===== config.mk =====
export PLATFORM = sky130hd
export DESIGN_NAME = fib_rom_reader
export DESIGN_NICKNAME = d
export VERILOG_FILES = /design/src/rtl/fib_pkg.sv /design/src/rtl/fib_check.sv /design/src/rtl/fib_rom_reader.sv
export SDC_FILE = /design/constraint.sdc
export NUM_CORES = 1
export LEC_CHECK = 0
export ABC_CLOCK_PERIOD_IN_PS = 2000
export BUFFER_PORTS_ARGS = -buffer_cell sky130_fd_sc_hd__buf_2
export CORE_AREA = 4 4 61 63
export CTS_CLUSTER_DIAMETER = 30
export DETAILED_ROUTE_END_ITERATION = 10
export DIE_AREA = 0 0 65 67
export PLACE_DENSITY_LB_ADDON = 0.2
export SLEW_MARGIN = 20
export SYNTH_ARGS = -nofsm -noshare
export SYNTH_HDL_FRONTEND = slang
export SYNTH_SLANG_ARGS = --single-unit

===== constraint.sdc =====
create_clock -name clk -period 2 [get_ports clk]
set_input_delay 0.1 -clock clk [delete_from_list [all_inputs] [get_ports clk]]
set_output_delay 0.1 -clock clk [all_outputs]
set_load 0.02 [all_outputs]

===== src/rtl/fib_pkg.sv =====
// Shared types and defaults for the Fibonacci ROM sequencer.
package fib_pkg;
  localparam int ADDR_W_DEF = 4;
  localparam int DATA_W_DEF = 6;
  localparam int DEPTH_DEF  = 10;

  typedef enum logic [1:0] {
    IDLE  = 2'd0,
    FETCH = 2'd1,
    HOLD  = 2'd2,
    DONE  = 2'd3
  } state_t;

  localparam logic [DATA_W_DEF-1:0] FIB_SEQ [DEPTH_DEF] = '{
    6'd0, 6'd1, 6'd1, 6'd2, 6'd3, 6'd5, 6'd8, 6'd13, 6'd21, 6'd34
  };
endpackage


===== src/rtl/fib_check.sv =====
// Fibonacci recurrence checker: keeps the last two words and flags any word
// that differs from their (DATA_W+1)-bit sum; err is sticky until clear.
module fib_check
  import fib_pkg::*;
#(
  parameter int DATA_W = DATA_W_DEF
) (
  input  logic              clk,
  input  logic              rst,
  input  logic              clear,
  input  logic              enable,
  input  logic              idx_ge2,
  input  logic [DATA_W-1:0] data,
  output logic              err
);
  logic [DATA_W-1:0] prev1;
  logic [DATA_W-1:0] prev2;
  logic [DATA_W:0]   sum;

  // Extra bit keeps an overflowing sum from aliasing onto a legal word.
  assign sum = {1'b0, prev1} + {1'b0, prev2};

  always_ff @(posedge clk or posedge rst) begin
    if (rst) begin
      prev1 <= '0;
      prev2 <= '0;
      err   <= 1'b0;
    end else if (clear) begin
      prev1 <= '0;
      prev2 <= '0;
      err   <= 1'b0;
    end else if (enable) begin
      if (idx_ge2 && (sum != {1'b0, data}))
        err <= 1'b1;
      prev2 <= prev1;
      prev1 <= data;
    end
  end
endmodule


===== src/rtl/fib_rom_reader.sv =====
// Walks a combinational ROM from 0 to DEPTH-1 on start and offers each word
// on a valid/ready stream (one word per 2 cycles at best), checking the recurrence.
module fib_rom_reader
  import fib_pkg::*;
#(
  parameter int ADDR_W = ADDR_W_DEF,
  parameter int DATA_W = DATA_W_DEF,
  parameter int DEPTH  = DEPTH_DEF
) (
  input  logic              clk,
  input  logic              rst,
  input  logic              start,
  output logic [ADDR_W-1:0] rom_addr,
  input  logic [DATA_W-1:0] rom_data,
  output logic [DATA_W-1:0] out_data,
  output logic              out_valid,
  input  logic              out_ready,
  output logic              busy,
  output logic              done,
  output logic              err
);
  localparam logic [ADDR_W-1:0] LAST_ADDR = ADDR_W'(DEPTH - 1);
  localparam logic [ADDR_W-1:0] TWO       = ADDR_W'(2);

  state_t state;
  logic   chk_clear;
  logic   chk_en;

  assign chk_clear = (state == IDLE) && start;
  assign chk_en    = (state == FETCH);

  fib_check #(.DATA_W(DATA_W)) u_check (
    .clk     (clk),
    .rst     (rst),
    .clear   (chk_clear),
    .enable  (chk_en),
    .idx_ge2 (rom_addr >= TWO),
    .data    (rom_data),
    .err     (err)
  );

  always_ff @(posedge clk or posedge rst) begin
    if (rst) begin
      state     <= IDLE;
      rom_addr  <= '0;
      out_data  <= '0;
      out_valid <= 1'b0;
      busy      <= 1'b0;
      done      <= 1'b0;
    end else begin
      case (state)
        IDLE: begin
          rom_addr <= '0;
          done     <= 1'b0;
          if (start) begin
            busy  <= 1'b1;
            state <= FETCH;
          end
        end
        FETCH: begin
          out_data  <= rom_data;
          out_valid <= 1'b1;
          state     <= HOLD;
        end
        HOLD: begin
          // Word and address stay frozen until the consumer takes the word.
          if (out_valid && out_ready) begin
            out_valid <= 1'b0;
            if (rom_addr == LAST_ADDR) begin
              done  <= 1'b1;
              state <= DONE;
            end else begin
              rom_addr <= rom_addr + 1'b1;
              state    <= FETCH;
            end
          end
        end
        DONE: begin
          done     <= 1'b0;
          busy     <= 1'b0;
          rom_addr <= '0;
          state    <= IDLE;
        end
        default: state <= IDLE;
      endcase
    end
  end
endmodule

======== Yosys cells after proc, flatten, opt, wreduce, memory -nomap -nowiden ========
Index checks and enable logic that the tools add are counted.
word-level totals
  register bits ........................... 28
  word-level logic and storage cells ...... 58
cells by class
  add/subtract/negate cells ............... 2
  order comparisons ....................... 1
  eq/ne operators ......................... 9
  muxes and demuxes ....................... 21
  reductions and logical operators ........ 16
operator list
  kind                                                                                  count
  6-bit two-way mux                                                                     4
  2-bit nonzero test                                                                    5
  4-bit two-way mux                                                                     2
  2-bit != test (second input constant)                                                 4
  2-bit case mux with 4 select lines                                                    1
  4-bit case mux with 2 select lines                                                    1
  2-bit AND reduction                                                                   4
  6-bit by 6-bit adder with 7-bit output                                                1
  1-bit two-way mux                                                                     7
  7-bit by 6-bit != test with 1-bit output                                              1
  2-bit two-way mux                                                                     3
  1-bit case mux with 2 select lines                                                    3
  3-bit AND reduction                                                                   2
  4-bit by 1-bit adder with 4-bit output (second input constant)                        1
  2-bit == test (second input constant)                                                 2
  4-bit == test (second input constant)                                                 1
  4-bit by 2-bit greater-or-equal comparator with 1-bit output (second input constant)  1
  1-bit logical AND                                                                     3
  2-bit by 1-bit == test with 1-bit output (second input constant)                      1
  2-bit zero test                                                                       1
  2-bit OR reduction                                                                    1

======== Longest topological paths before layout ========
  depth after elaboration ................. 6
  mapped depth ............................ 7
  gate-level depth less buffers ........... 7

======== By module ========
Synthesis repeated with hierarchy kept, for this count alone.
second synthesis, totals
  cell total of the unflattened synthesis .. 144
  area total of the unflattened synthesis .. 1619.1 um^2
modules (own cells, without submodules)
  module          times used  cells an instance  area an instance (um^2)
  fib_rom_reader  1           71                 818.3
  fib_check       1           73                 800.8

======== Worst setup path after synthesis ========
Ideal clock, no wire load.
  path type ............................... register -> register
  start ................................... reg u_check.prev1[0]
  end ..................................... reg u_check.err
  library setup time ...................... 131 ps
  arrival time ............................ 1866 ps
  required time ........................... 1869 ps
  slack ................................... 3 ps
  stages on the path, launching flop included .. 7
  buffers on the path ..................... 0
  cells stage by stage .................... dfrtp_1 -> ha_1 -> fa_1 -> xor2_1 -> or4_1 -> a211oi_1 -> a31oi_1
on the way
  cells in the longest elaborated chain, start to end .. 5
RTL lines
  element                                   line             RTL
  from (decl)                               fib_check.sv:16  logic [DATA_W-1:0] prev1;
  from (signal assigned)                    fib_check.sv:36  prev1 <= data;
  6-bit by 6-bit adder with 7-bit output    fib_check.sv:21  assign sum = {1'b0, prev1} + {1'b0, prev2};
  7-bit by 6-bit != test with 1-bit output  fib_check.sv:33  if (idx_ge2 && (sum != {1'b0, data}))
  1-bit logical AND                         fib_check.sv:33
  2-bit nonzero test (no source line)       -
  2-bit AND reduction (no source line)      -
  to (signal assigned)                      fib_check.sv:27  err <= 1'b0;
  to (signal assigned)                      fib_check.sv:31  err <= 1'b0;
  to (signal assigned)                      fib_check.sv:34  err <= 1'b1;
  to (decl)                                 fib_check.sv:14  output logic err
No other way between the ends.
A chain may end at the register's enable or synchronous reset.

======== Final worst setup path ========
  start ................................... reg u_check.prev2[0]
  end ..................................... reg u_check.err
on the way
  cells in the longest elaborated chain, start to end .. 5
RTL lines
  element                                   line             RTL
  from (decl)                               fib_check.sv:17  logic [DATA_W-1:0] prev2;
  from (signal assigned)                    fib_check.sv:35  prev2 <= prev1;
  6-bit by 6-bit adder with 7-bit output    fib_check.sv:21
  7-bit by 6-bit != test with 1-bit output  fib_check.sv:33
  1-bit logical AND                         fib_check.sv:33
  2-bit nonzero test (no source line)       -
  2-bit AND reduction (no source line)      -
No other way between the ends.

==> impl_metrics.tcl <==
set metrics [dict create \
    gp_congestion 0.797 \
    place_hpwl_um 2230 \
    clock_sinks 28 \
    power-per-cell-area_nw_per_um2 1620 \
    htree_levels 1 \
    status "complete, but fails checks" \
    tightest_slew_ps 495 \
    multi_input_area_um2 790 \
    syn_nets 178 \
    cell_internal_pwr_mw 1.70 \
    synth_cell_types 34 \
    cp_slowest_cell "or4_1" \
    cts_max_path_buffers 2 \
    rrSetupSlack_ps -80 \
    diodes 0 \
    cts_tree "built" \
    worst_ep_required_time_ps 2220 \
    fin_setup_tns_ps -84.2 \
    crit_start "u_check.prev2[0]$_DFFE_PP0P_" \
    finalCriticalPeriod_ps 2080 \
    seq_power_share 0.341 \
    crit_path_end_kind "register" \
    critPathCapture "u_check.err$_DFFE_PP0P_" \
    switchingPower_mw 1.27 \
    wl_per_cell_um 13.4 \
    max-cap-violations 0 \
    grt_use_total 0.160 \
    syn2layout_area_growth_pct 18.4 \
    register_area_um2 701 \
    fin_util 0.567 \
    final_max_slew_viol_count 0 \
    placed_area_um2 1730 \
    cp-start-kind "register" \
    clk_pin_slew_worst_paths_ps 150 \
    hold_viol 0 \
    violations "setup timing" \
    vias 1200 \
    final_common_cell "dfrtp_1" \
    grt_max_degree 29 \
    grt_pass1_wl_um 5460 \
    finalSetupViolations 1 \
    ys_warn_count 0 \
    rsz0062_at_grt "true" \
    reg2regPathDepth 6 \
    arrival_ps 2310 \
    final_cell_mix "dfrtp_1, buf_2, inv_1" \
    r2r-end "u_check.err$_DFFE_PP0P_" \
    avgSynthCellArea_um2 10.1 \
    whs_path_depth 3 \
    rows 21 \
    power.total_mw 2.97 \
    netlist_instances 154 \
    die-area_um2 4360 \
    first_iter_violations 49 \
    reg2reg_from "u_check.prev2[0]$_DFFE_PP0P_" \
    skew_ps 6.45 \
    path_cells "ha_2 -> fa_1 -> xor2_1 -> or4_1 -> a211oi_2 -> a31oi_1" \
    start_util 0.479 \
    overflow 0 \
    maxSlewHeadroom 0.670 \
    p_leak_nw 0.929 \
    ys_seq_area_frac 0.453 \
    io_pins 24 \
    core_area_um2 3230 \
    clkPwrFrac 0.127 \
    root_buffer "clkbuf_4" \
    drive_gt1_frac 0.216 \
    grt_antenna_before_repair 0 \
    hold_path.class "in2reg" \
    routed_via_density 5.19 \
    max_stage_delay_ps 500 \
    swShare 0.427 \
    design_area_um2 1830 \
    p_comb_frac 0.533 \
    nFillCells 313 \
    clk_latency_ps 330 \
    crit_fanout 2 \
    syn_area_um2 1550 \
    setup_ws_ps -84.2 \
    vdd_drop_max_v 0.000606 \
    nets 210 \
    post-route-period-util 1.04 \
    timing_worst_setup_path_type "reg2reg" \
    grt_pass1_vias 1236 \
    ys_ff_latch 28 \
    max_freq_mhz 480 \
    cts_made_buffers 3 \
    firstDrtPassIters 4 \
    drc_errors 0 \
    fp.dieW_um 65 \
    antenna_left 0 \
    die_h_um 67 \
    wl_um 3090 \
    port_buffers 23 \
]
[power by group through the flow]
| stage | Sequential [mW] | Combinational [mW] | Clock (mW) |
|---|---|---|---|
| finish | 1.01 | 1.58 | 0.376 |
| global route | 1.05 | 1.78 | 0.410 |
| CTS | 1.01 | 1.58 | 0.381 |
| detailed placement | 1.02 | 1.53 | 0 |
| global placement | 1.01 | 1.49 | 0 |
| floorplan | 1.14 | 1.01 | 0 |
[how the worst min path moves through the flow]
stage                 from                       to  slack, ps
2_1_floorplan          rst         busy$_DFFE_PP0P_        170
3_3_place_gp           rst  rom_addr[0]$_DFFE_PP0P_        180
3_5_place_dp           rst  rom_addr[2]$_DFFE_PP0P_        190
4_1_cts        rom_data[0]  out_data[0]$_DFFE_PP0P_         20
5_1_grt        rom_data[4]  out_data[4]$_DFFE_PP0P_         30
6_report       rom_data[0]  out_data[0]$_DFFE_PP0P_         20
[stage by stage]
step / hold slack (ps) / setup slack [ps] / std cells
floorplan: 165 / 2.61 / 154
global placement: 185 / -55.4 / 223
detailed placement: 193 / -90.1 / 223
CTS: 18.8 / -61.3 / 230
global route: 32.3 / -156 / 231
finish: 17.6 / -84.2 / 231
[worst max-delay path: cells and delay by family (launching register included)]
kind | cells | cell delay [ps]
adder cells (fa/ha/maj) | 2 | 650
AO/OA/AOI/OAI | 2 | 260
XOR/XNOR | 1 | 150
flip-flops | 1 | 430
AND/OR/NAND/NOR | 1 | 500
[metal layers]
metal / GRT usage / vias to the layer above / share of wire
li1: - / 590 / -
met1: 0.199 / 589 / 0.45
met2: 0.285 / 19 / 0.51
met3: 0.0253 / 2 / 0.032
met4: 0.0475 / 0 / 0.0075
met5: 0 / - / 0
[layout make-up]
cell class	count	area share
Multi-Input combinational cell	108	0.431
Sequential cell	28	0.382
Timing Repair Buffer	31	0.0983
Tap cell	46	0.0314
Inverter	14	0.0287
Clock inverter	1	0.0164
Clock buffer	3	0.0123
[registers in the layout, summed over array words and instances (netlist names)]
name	cells
out_data	6
u_check.prev1	6
u_check.prev2	6
rom_addr	4
state	2
busy	1
done	1
out_valid	1
u_check.err	1
[cell usage after synthesis (all sizes together)]
master / count / area, um2
nand2b: 8 / 50.1
a31oi: 1 / 6.26
xor2: 5 / 43.8
o21a: 1 / 7.51
nor2b: 2 / 12.5
o32ai: 1 / 8.76
o41a: 1 / 11.3
nor2: 9 / 36.3
ha: 13 / 163
mux2: 1 / 11.3
mux2i: 6 / 60.1
and2: 1 / 6.26
a221oi: 1 / 15.0
fa: 1 / 20.0
o22a: 1 / 8.76
clkbuf: 3 / 11.3
a32o: 1 / 10.0
and3: 1 / 11.3
a21o: 3 / 22.5
o21ai: 14 / 70.1
nand2: 11 / 41.3
a21oi: 14 / 70.1
dfrtp: 28 / 701
inv: 14 / 52.6
nand3: 2 / 10.0
buf: 1 / 5.00
or4: 2 / 15.0
and3b: 1 / 8.76
a22oi: 1 / 7.51
a211oi: 1 / 7.51
xnor2: 4 / 35.0
o2bb2ai: 1 / 8.76
[kinds of logic after synthesis]
family / Yosys count / share of synthesized area
flops: 28 / 0.453
xor+xnor: 9 / 0.0509
mux: 7 / 0.0461
compound gates: 41 / 0.164
fa+ha+maj: 14 / 0.118
simple gates: 37 / 0.124
buf+inv: 18 / 0.0445
[repair_timing]
item                                    CTS  global route
hold buffers                              2             0
buffers inserted                          1             1
resized for setup                         2             1
endpoints found under the setup margin    1             1
hold endpoints to repair                 29             0
(Power assumes the default switching activity.)
